<file path="src/rtl/mem_port_arbiter.sv">
// mem_port_arbiter
//   Shares the single data-memory port between the instruction-fetch side and
//   the load/store side. Only one transaction is outstanding at a time.
//   Simultaneous requests are granted round-robin. The memory response is
//   routed back to the requester that owns the transaction. A watchdog aborts
//   any transaction that memory does not acknowledge within TIMEOUT cycles.
//
// Ports
//   clk, rst_n                       clock, asynchronous active-low reset
//   iReq/iAddr -> iGnt               fetch request, combinational accept
//   iRvalid/iRdata                   one-cycle fetch response
//   dReq/dWe/dMode/dAddr/dWdata      load/store request
//   dGnt                             combinational load/store accept
//   dRvalid/dRdata                   one-cycle load/store response
//   err                              response was produced by a timeout abort
//   memReq/memWe/memMode/memAddr/memWdata   command to memory (grant cycle only)
//   memRvalid/memRdata               memory acknowledge / read data
module mem_port_arbiter #(
  parameter int ADDR_W  = 32,
  parameter int DATA_W  = 32,
  parameter int TIMEOUT = 16
) (
  input  logic              clk,
  input  logic              rst_n,
  input  logic              iReq,
  input  logic [ADDR_W-1:0] iAddr,
  output logic              iGnt,
  output logic              iRvalid,
  output logic [DATA_W-1:0] iRdata,
  input  logic              dReq,
  input  logic              dWe,
  input  logic [3:0]        dMode,
  input  logic [ADDR_W-1:0] dAddr,
  input  logic [DATA_W-1:0] dWdata,
  output logic              dGnt,
  output logic              dRvalid,
  output logic [DATA_W-1:0] dRdata,
  output logic              err,
  output logic              memReq,
  output logic              memWe,
  output logic [3:0]        memMode,
  output logic [ADDR_W-1:0] memAddr,
  output logic [DATA_W-1:0] memWdata,
  input  logic              memRvalid,
  input  logic [DATA_W-1:0] memRdata
);

  localparam int CNT_W = $clog2(TIMEOUT + 1);

  typedef enum logic {IDLE, BUSY} state_t;
  typedef enum logic {SIDE_I, SIDE_D} side_t;

  state_t           state, stateNext;
  side_t            owner, lastGnt, winner;
  logic             ownerWe;
  logic             grant;
  logic             finish;
  logic             abort;
  logic [CNT_W-1:0] cnt;
  logic             iRvalidQ, dRvalidQ, errQ;
  logic [DATA_W-1:0] iRdataQ, dRdataQ;
  logic [DATA_W-1:0] respData;

  // Arbitration, command drive and next-state. Everything combinational is
  // gated by rst_n so the port stays quiet while reset is held.
  always_comb begin
    stateNext = state;
    grant     = 1'b0;
    winner    = SIDE_I;
    finish    = 1'b0;
    abort     = 1'b0;
    iGnt      = 1'b0;
    dGnt      = 1'b0;
    memReq    = 1'b0;
    memWe     = 1'b0;
    memMode   = '0;
    memAddr   = '0;
    memWdata  = '0;
    respData  = '0;

    if (rst_n) begin
      unique case (state)
        IDLE: begin
          if (iReq && dReq) begin
            grant  = 1'b1;
            winner = (lastGnt == SIDE_I) ? SIDE_D : SIDE_I;
          end else if (iReq) begin
            grant  = 1'b1;
            winner = SIDE_I;
          end else if (dReq) begin
            grant  = 1'b1;
            winner = SIDE_D;
          end

          if (grant) begin
            stateNext = BUSY;
            memReq    = 1'b1;
            if (winner == SIDE_D) begin
              dGnt     = 1'b1;
              memWe    = dWe;
              memMode  = dMode;
              memAddr  = dAddr;
              memWdata = dWdata;
            end else begin
              iGnt     = 1'b1;
              memAddr  = iAddr;
            end
          end
        end

        BUSY: begin
          // An acknowledge in the timeout cycle takes precedence over abort.
          if (memRvalid) begin
            finish    = 1'b1;
            stateNext = IDLE;
            respData  = ownerWe ? '0 : memRdata;
          end else if (cnt == CNT_W'(TIMEOUT - 1)) begin
            abort     = 1'b1;
            stateNext = IDLE;
          end
        end

        default: stateNext = IDLE;
      endcase
    end
  end

  always_ff @(posedge clk or negedge rst_n) begin
    if (!rst_n) begin
      state    <= IDLE;
      owner    <= SIDE_I;
      lastGnt  <= SIDE_I;
      ownerWe  <= 1'b0;
      cnt      <= '0;
      iRvalidQ <= 1'b0;
      dRvalidQ <= 1'b0;
      errQ     <= 1'b0;
      iRdataQ  <= '0;
      dRdataQ  <= '0;
    end else begin
      state    <= stateNext;
      iRvalidQ <= 1'b0;
      dRvalidQ <= 1'b0;
      errQ     <= 1'b0;

      if (grant) begin
        owner   <= winner;
        lastGnt <= winner;
        ownerWe <= (winner == SIDE_D) ? dWe : 1'b0;
        cnt     <= '0;
      end else if (state == BUSY && !finish && !abort) begin
        cnt <= cnt + CNT_W'(1);
      end

      if (finish || abort) begin
        errQ <= abort;
        if (owner == SIDE_D) begin
          dRvalidQ <= 1'b1;
          dRdataQ  <= respData;
        end else begin
          iRvalidQ <= 1'b1;
          iRdataQ  <= respData;
        end
      end
    end
  end

  assign iRvalid = iRvalidQ;
  assign dRvalid = dRvalidQ;
  assign err     = errQ;
  assign iRdata  = iRdataQ;
  assign dRdata  = dRdataQ;

endmodule
</file>
<file path="config.mk">
export PLATFORM = sky130hd
export DESIGN_NAME = mem_port_arbiter
export DESIGN_NICKNAME = d
export VERILOG_FILES = /design/src/rtl/mem_port_arbiter.sv
export SDC_FILE = /design/constraint.sdc
export NUM_CORES = 1
export LEC_CHECK = 0
export CAP_MARGIN = 20
export CORE_MARGIN = 4
export CORE_UTILIZATION = 35
export DETAILED_ROUTE_END_ITERATION = 8
export PLACE_DENSITY = 0.82
export SLEW_MARGIN = 20
export SYNTH_ARGS = -nofsm -noshare
export SYNTH_HDL_FRONTEND = slang
export SYNTH_SLANG_ARGS = --single-unit
export TNS_END_PERCENT = 10
</file>
<file path="constraint.sdc">
create_clock -name clk -period 2.25 [get_ports clk]
set_input_delay 0.45 -clock clk [delete_from_list [all_inputs] [get_ports clk]]
set_output_delay 0.45 -clock clk [all_outputs]
set_load 0.01 [all_outputs]
</file>
==> flow_summary.rst, run 1 <==
.. list-table::
   :header-rows: 1

   * - Metric
     - Value
   * - Run status
     - complete, but fails checks
   * - Violated checks
     - negative setup slack
   * - Final net count
     - 733
   * - Final setup violation count
     - 10
   * - Number of port buffers
     - 276
   * - Via density per instance
     - between 4 and 5
   * - Total routing usage reported by global routing
     - 25.2%
   * - Class of the tightest hold or removal check
     - input pin to async pin
   * - Critical path launch point type
     - flip-flop
   * - Cell count after synthesis
     - just over 300
   * - Post-synthesis instance area
     - ~3800 sq um
   * - Final Routed Wirelength
     - approximately 16000 um
   * - Net switching share of the total power
     - 30.5%
   * - Part of the total power dissipated in sequential elements
     - 39.8%
   * - Data required time at the worst endpoint
     - 1.80 ns
   * - Count of distinct cell types in the synthesized netlist
     - 30
   * - Number of synthesized register bits
     - 75
   * - FP Rows
     - 37
   * - Number of global-route vias before repair
     - 3964
   * - Switch Pwr
     - 1330 uW
   * - Detailed Routing Iterations Pass 1
     - 4
   * - Slack of the worst reg-to-reg path
     - 0.08 ns
   * - Data arrival time of the critical path
     - between 1.5 and 2 ns
   * - Minimum setup slack after placement
     - -0.436 ns
   * - Clk root buf
     - clkbuf_8
   * - Worst Reg-to-Reg Cells
     - 7
   * - Average size of a mapped cell
     - ~13 sq um
   * - GPL Wtd Cong
     - 0.903
   * - Final critical path time including I/O delays and setup
     - 2.31 ns
   * - Clock sink count
     - 75
   * - Clock slew at the register clock pins of the worst setup and hold paths
     - 0.07 ns
   * - Max-Cap Viols
     - 0
   * - Nature of the critical path endpoint
     - primary output
   * - Starting DRC count in detailed routing
     - around 150
   * - Crit share post-route
     - 103%
   * - Number of top-level pins
     - approximately 280
   * - Die Width
     - between 100 and 150 um
   * - Critical path's top delay family
     - buffers and inverters
   * - Ratio of total power to cell area
     - 637 nW/um^2
   * - Buffers & Inverters on Critical Path
     - 2
   * - Worst-Margin Slew
     - 0.712 ns
   * - Cell Int Power
     - approximately 3000 uW
   * - Remaining global-route overflow
     - 0
   * - Final routed wire length divided by cell count
     - 22.1 um
   * - Inserted Clock Buffers
     - 9
   * - R2r endpoint
     - iRdata[5]$_DFFE_PN0P_
   * - Number of warnings issued by yosys
     - 0
   * - Die ar.
     - 12500 sq um
   * - Worst hold slack after final layout
     - 0.115 ns
   * - Share of the yosys chip area belonging to registers
     - roughly half
   * - Series of cell instances along the critical path
     - nor2b_2, and3_4, bufbuf_16, a22o_1, clkdlybuf4s15_2
   * - Remaining max-slew budget at the tightest pin
     - 52.5%
   * - Initial standard-cell utilization of the core
     - a little over a third
   * - Post-route worst setup slack
     - -0.0605 ns
   * - Final HPWL from detailed placement
     - 13100 um
   * - TritonCTS clock tree
     - yes
   * - Max Transition Viols Final
     - 0
   * - Hold violation count in the final report
     - 0
   * - Worst supply voltage drop on vdd
     - 435 uV
   * - Largest stage delay on the critical path
     - around 0.4 ns
   * - Clock network fraction of total power
     - between 20% and 30%
   * - Area growth from synthesis to layout
     - 80.8%
   * - Final core utilization
     - 65.6%
   * - Power share of the combinational group
     - 39.6%
   * - Antenna violations before repair
     - 1
   * - FF-to-FF Start
     - cnt[0]$_DFFE_PN0P_
   * - Number of buffers on the longest clock path
     - 2
   * - Category of the most critical setup path
     - flip-flop to primary output
   * - DRC errors left
     - 0
   * - Vertical extent of the die
     - 112 um
   * - Total power
     - 4350 uW
   * - Setup Skew
     - 0.00797 ns
   * - Clock latency at the later pin of the worst-skew pair
     - 0.35 ns
   * - Count of H-tree levels built during CTS
     - 3
   * - Largest net degree at the start of global routing
     - 56
   * - Core box area
     - 10400 sq um
   * - DR vias
     - ~3600
   * - F_max
     - 433 MHz
   * - Fraction of layout cells with a size suffix above 1
     - 30.3%
   * - Number of nets in the synthesized netlist
     - 442
   * - Total leakage power
     - 0.00319 uW
   * - Number of nets with antenna violations after routing
     - 0
   * - Maximum fanout encountered on the critical timing path
     - 14
   * - Unrepaired setup endpoints after global routing
     - yes
   * - Crit-path slowest cell
     - dfrtp_1
   * - First-pass GRT wire length
     - 24100 um
## cells in the final DEF (no fill, tap or decap), drive strengths merged
cell	synthesis	routed
dfrtp	75	75
clkinvlp	0	3
o211ai	1	1
clkdlybuf4s15	0	17
and2	68	68
a21oi	1	1
diode	0	1
inv	3	4
nand2b	2	2
o21ai	8	8
nor2	3	3
and4b	2	2
nand2	5	5
bufbuf	0	1
clkinv	0	2
clkdlybuf4s50	0	202
o2111ai	1	1
a31o	1	1
buf	13	49
dlymetal6s2s	0	1
mux2i	4	4
ha	2	2
nor2b	1	1
mux2	62	62
a22o	33	33
dlygate4sd2	0	2
o31ai	1	1
nand3	2	2
clkbuf	9	40
and3	5	5
## cells in the mapped netlist, drive strengths merged
cell     count  share of area [%]
a21oi        1               0.13
a22o        33                7.6
a31o         1               0.23
and2        68                 11
and3         5               0.83
and4b        2               0.66
buf         13                3.1
clkbuf       9                2.1
dfrtp       75                 50
ha           2               0.66
inv          3               0.30
mux2        62                 19
mux2i        4                1.1
nand2        5               0.50
nand2b       2               0.33
nand3        2               0.26
nor2         3               0.50
nor2b        1               0.23
o2111ai      1               0.23
o211ai       1               0.20
o21ai        8                1.1
o31ai        1               0.20
## worst register-to-register path, stage by stage, from the launching register on
cell and delay [ns]:
dfrtp_1 0.41, ha_1 0.22, and3_1 0.19, ha_1 0.24, o211ai_1 0.38, nor2_4 0.13, buf_12 0.19, mux2_4 0.30
## layer usage
| layer | global-route usage [%] | share of wire (%) |
|---|---|---|
| met5 | 0 | 0 |
| met4 | 4.25 | 1.7 |
| met3 | 9.73 | 8.7 |
| met2 | 45.7 | 52 |
| met1 | 28.6 | 37 |
## flip-flops by register name, indices dropped and copies added, names as in the netlist
name,count
iRvalid,1
iRdata,32
lastGnt,1
ownerWe,1
dRvalid,1
dRdata,32
err,1
cnt,5
state,1
## power groups by stage
stage | clock, uW | combinational, uW | sequential (uW)
CTS | 928 | 1750 | 1730
detailed placement | 0 | 1720 | 1760
finish | 896 | 1730 | 1730
global placement | 0 | 1680 | 1740
floorplan | 0 | 595 | 1830
global route | 994 | 1840 | 1760
## through the flow
stage	instance area, sq um	std cells	setup TNS [ns]
6_report	6840	735	-0.330
3_3_place_gp	6700	711	-22.25
5_1_grt	6840	735	-3.39
2_1_floorplan	3780	302	0
3_5_place_dp	6700	711	-25.79
4_1_cts	6990	732	-3.53
## worst max-delay path by stage
stage	endpoint	start	slack, ns	cells past startpoint
2_1_floorplan	iRdata[5]$_DFFE_PN0P_	cnt[0]$_DFFE_PN0P_	0.33	7
3_3_place_gp	memAddr[0]	iReq	-0.39	6
3_5_place_dp	memAddr[0]	iReq	-0.44	6
4_1_cts	memAddr[12]	state$_DFFE_PN0P_	-0.16	5
5_1_grt	memWdata[20]	state$_DFFE_PN0P_	-0.16	5
6_report	memAddr[6]	state$_DFFE_PN0P_	-0.06	5
## area by class of cell
type / count / area (sq um)
Fill cell: 858 / 3580
Timing Repair Buffer: 302 / 2890
Sequential cell: 75 / 1880
Multi-Input combinational cell: 202 / 1720
Tap cell: 136 / 170
Clock buffer: 10 / 128
Clock inverter: 6 / 41.3
Inverter: 3 / 11.3
Antenna cell: 1 / 2.50
## cell families after synthesis
logic type | share of synthesized area [%]
AND/OR/NAND/NOR | 14.6
flip-flops | 49.6
multiplexers | 20.0
AO/OA/AOI/OAI | 9.70
buffers and inverters | 5.43
adder cells (fa/ha/maj) | 0.662
## timing repair
action	CTS	global route
gates resized for setup	127	99
hold buffers	0	0
pin swaps	3	6
setup endpoints to repair	72	80
gates cloned	3	0
buffers inserted	2	2
Note: power is estimated with default switching activity, not from simulation.
==> run 2, diff against run 1 <==
Settings changed: GPL_ROUTABILITY_DRIVEN set to 0.
==> run 2 against run 1 <==
- the flow now finishes without violations
- sequential power is essentially flat
- fmax grew 2.9%
- clock skew grew 0.0031 ns
- flip-flop and latch count is the same
- core utilization shrank 0.32 points
- die area is the same
- worst setup slack gained 0.065 ns
- first-iteration DRC count shrank 5.4%
- global-route usage shrank 1.2 points
- cell count grew 0.14%
- final area shrank 0.49%
- critical endpoint is now memAddr[28]
==> flow_summary.rst, run 2 (synthesis gave the netlist of run 1 again) <==
.. list-table::
   :header-rows: 1

   * - Metric
     - Value
   * - Number of top-level pins
     - about 280
   * - Met2 Use GR
     - between 40% and 50%
   * - Fraction of layout cells with a size suffix above 1
     - 29.8%
   * - Final core utilization
     - between 60 and 70%
   * - Nature of the critical path endpoint
     - primary output
   * - Top library cells by usage in the layout, fill and taps aside
     - clkdlybuf4s50_1 (201), dfrtp_1 (75), and2_1 (67), mux2_2 (57), buf_2 (39)
   * - Data required time at the worst endpoint
     - 1.80 ns
   * - Fill cell instance count of the final layout
     - 817
   * - Max-Cap Viols
     - 0
   * - Detailed Routing Iterations Pass 1
     - 4
   * - Total leakage power
     - 0.00323 uW
   * - GRT Max-Usage Layer
     - met2
   * - Hold violation count in the final report
     - 0
   * - Total routing usage reported by global routing
     - between 20% and 30%
   * - Crit share post-route
     - between 90% and 100%
   * - Initial standard-cell utilization of the core
     - 36.3%
   * - Critical path's top delay family
     - buffers and inverters
   * - Starting DRC count in detailed routing
     - 140
   * - Final setup violation count
     - 0
   * - Minimum setup slack after placement
     - -0.442 ns
   * - Data arrival time of the critical path
     - 1.80 ns
   * - Clock latency at the later pin of the worst-skew pair
     - 0.34 ns
   * - Run status
     - finished, final reports clean
   * - Count of H-tree levels built during CTS
     - 3
   * - TritonCTS clock tree
     - yes
   * - Vertical extent of the die
     - 112 um
   * - Number of port buffers
     - between 200 and 300
   * - Largest stage delay on the critical path
     - 0.40 ns
   * - Final critical path time including I/O delays and setup
     - 2.25 ns
   * - Unrepaired setup endpoints after global routing
     - yes
   * - Remaining global-route overflow
     - 0
   * - Core box area
     - 10400 sq um
   * - Worst-Margin Slew
     - 0.776 ns
   * - Final Routed Wirelength
     - 15800 um
   * - Met1 Resource Use GR
     - about a quarter
   * - DR vias
     - about 3600
   * - Series of cell instances along the critical path
     - nor2b_2, buf_4, and3_4, buf_12, a22o_1, buf_4
   * - Critical path's most frequent cell
     - buf_4
   * - Area growth from synthesis to layout
     - 79.9%
   * - Most common cell after layout, fill and taps aside
     - clkdlybuf4s50_1
   * - Die Width
     - 112 um
   * - Worst supply voltage drop on vdd
     - approximately 380 uV
   * - Via density per instance
     - 4.88
   * - Setup Skew
     - 0.0111 ns
   * - Class of the tightest hold or removal check
     - input pin to async pin
   * - Clk root buf
     - clkbuf_8
   * - Buffers & Inverters on Critical Path
     - 3
   * - Remaining max-slew budget at the tightest pin
     - 48.3%
   * - Category of the most critical setup path
     - flip-flop to primary output
   * - Die ar.
     - between 10000 and 15000 sq um
   * - Largest net degree at the start of global routing
     - 61
   * - Critical path launch point type
     - flip-flop
   * - Post-route worst setup slack
     - roughly 0.0046 ns
   * - Crit-path slowest cell
     - dfrtp_1
   * - Number of global-route vias before repair
     - around 4000
   * - Ratio of total power to cell area
     - 641 nW/um^2
   * - FP Rows
     - 37
   * - F_max
     - roughly 450 MHz
   * - Final routed wire length divided by cell count
     - 21.4 um
   * - Number of buffers on the longest clock path
     - 2
   * - Final HPWL from detailed placement
     - 12700 um
   * - Number of nets with antenna violations after routing
     - 0
   * - Clock slew at the register clock pins of the worst setup and hold paths
     - 0.08 ns
   * - Clock sink count
     - 75
   * - DRC errors left
     - 0
   * - Total power
     - 4360 uW
   * - Met3 global-route usage
     - 9.24%
   * - Max Transition Viols Final
     - 0
   * - Final net count
     - 732
   * - Antenna violations before repair
     - 3
   * - Inserted Clock Buffers
     - 9
   * - Maximum fanout encountered on the critical timing path
     - 16
   * - First-pass GRT wire length
     - 23200 um
## run 2: cell count changes in the layout (fill, tap and decap cells not counted), moves of 2 or more
cell             before  now
buf_12                4    7
buf_2                13   39
buf_4                20   18
buf_6                10   13
clkbuf_2             30    9
clkdlybuf4s15_1       3    0
clkdlybuf4s15_2      14    2
clkinv_4              0    2
clkinvlp_4            3    1
diode_2               1    3
dlygate4sd2_1         2    9
## run 2: layout make-up
class	count	area (sq um)	share of cell area, %
antenna	3	7.51	0.110
clock buffer	11	131	1.93
clock inverter	5	38.8	0.570
inverter	3	11.3	0.166
multi-input combinational	202	1720	25.3
sequential	75	1880	27.6
tap	136	170	2.50
timing repair buffer	301	2840	41.8
## run 2: what timing repair did
action                     4_1_cts  5_1_grt
hold buffers                     0        0
gates resized for setup        200       61
pin swaps                        2        9
setup buffers                    2        2
gates cloned                     1        1
setup endpoints to repair       72       83
## run 2: routing by layer
layer / vias to the layer above / part of all wire, %
li1: 1653 / -
met1: 1749 / 38
met2: 159 / 51
met3: 30 / 8.5
met4: 0 / 3.3
met5: - / 0
## run 2: stage by stage
| step | std cells | setup TNS, ns | instance area (sq um) | hold WS (ns) |
|---|---|---|---|---|
| after floorplan | 302 | 0 | 3780 | 0.154 |
| after global placement | 711 | -24.37 | 6720 | 0.454 |
| after detailed placement | 711 | -26.07 | 6720 | 0.458 |
| after CTS | 730 | -0.299 | 6900 | 0.0866 |
| after global routing | 736 | -0.598 | 6800 | 0.103 |
| final | 736 | 0 | 6800 | 0.0985 |
## run 2: power by group
group | internal, uW | leakage [uW] | switching (uW) | total (uW)
clock network | 407 | 0.0000839 | 499 | 906
registers | 1590 | 0.00103 | 146 | 1730
logic | 1040 | 0.00212 | 679 | 1720
total | 3030 | 0.00323 | 1320 | 4360
## run 2: path summary, 6_finish.rpt
check / from / to / slack, ns / cells after the start
max in group asynchronous: rst_n / dRdata[31]$_DFFE_PN0P_ / 1.09 / 3
min reg2reg: cnt[2]$_DFFE_PN0P_ / cnt[2]$_DFFE_PN0P_ / 0.50 / 1
min in group clk: cnt[2]$_DFFE_PN0P_ / cnt[2]$_DFFE_PN0P_ / 0.50 / 1
min: rst_n / cnt[3]$_DFFE_PN0P_ / 0.1 / 2
max reg2reg: cnt[0]$_DFFE_PN0P_ / iRdata[17]$_DFFE_PN0P_ / 0.09 / 7
max: state$_DFFE_PN0P_ / memAddr[28] / 0.005 / 6
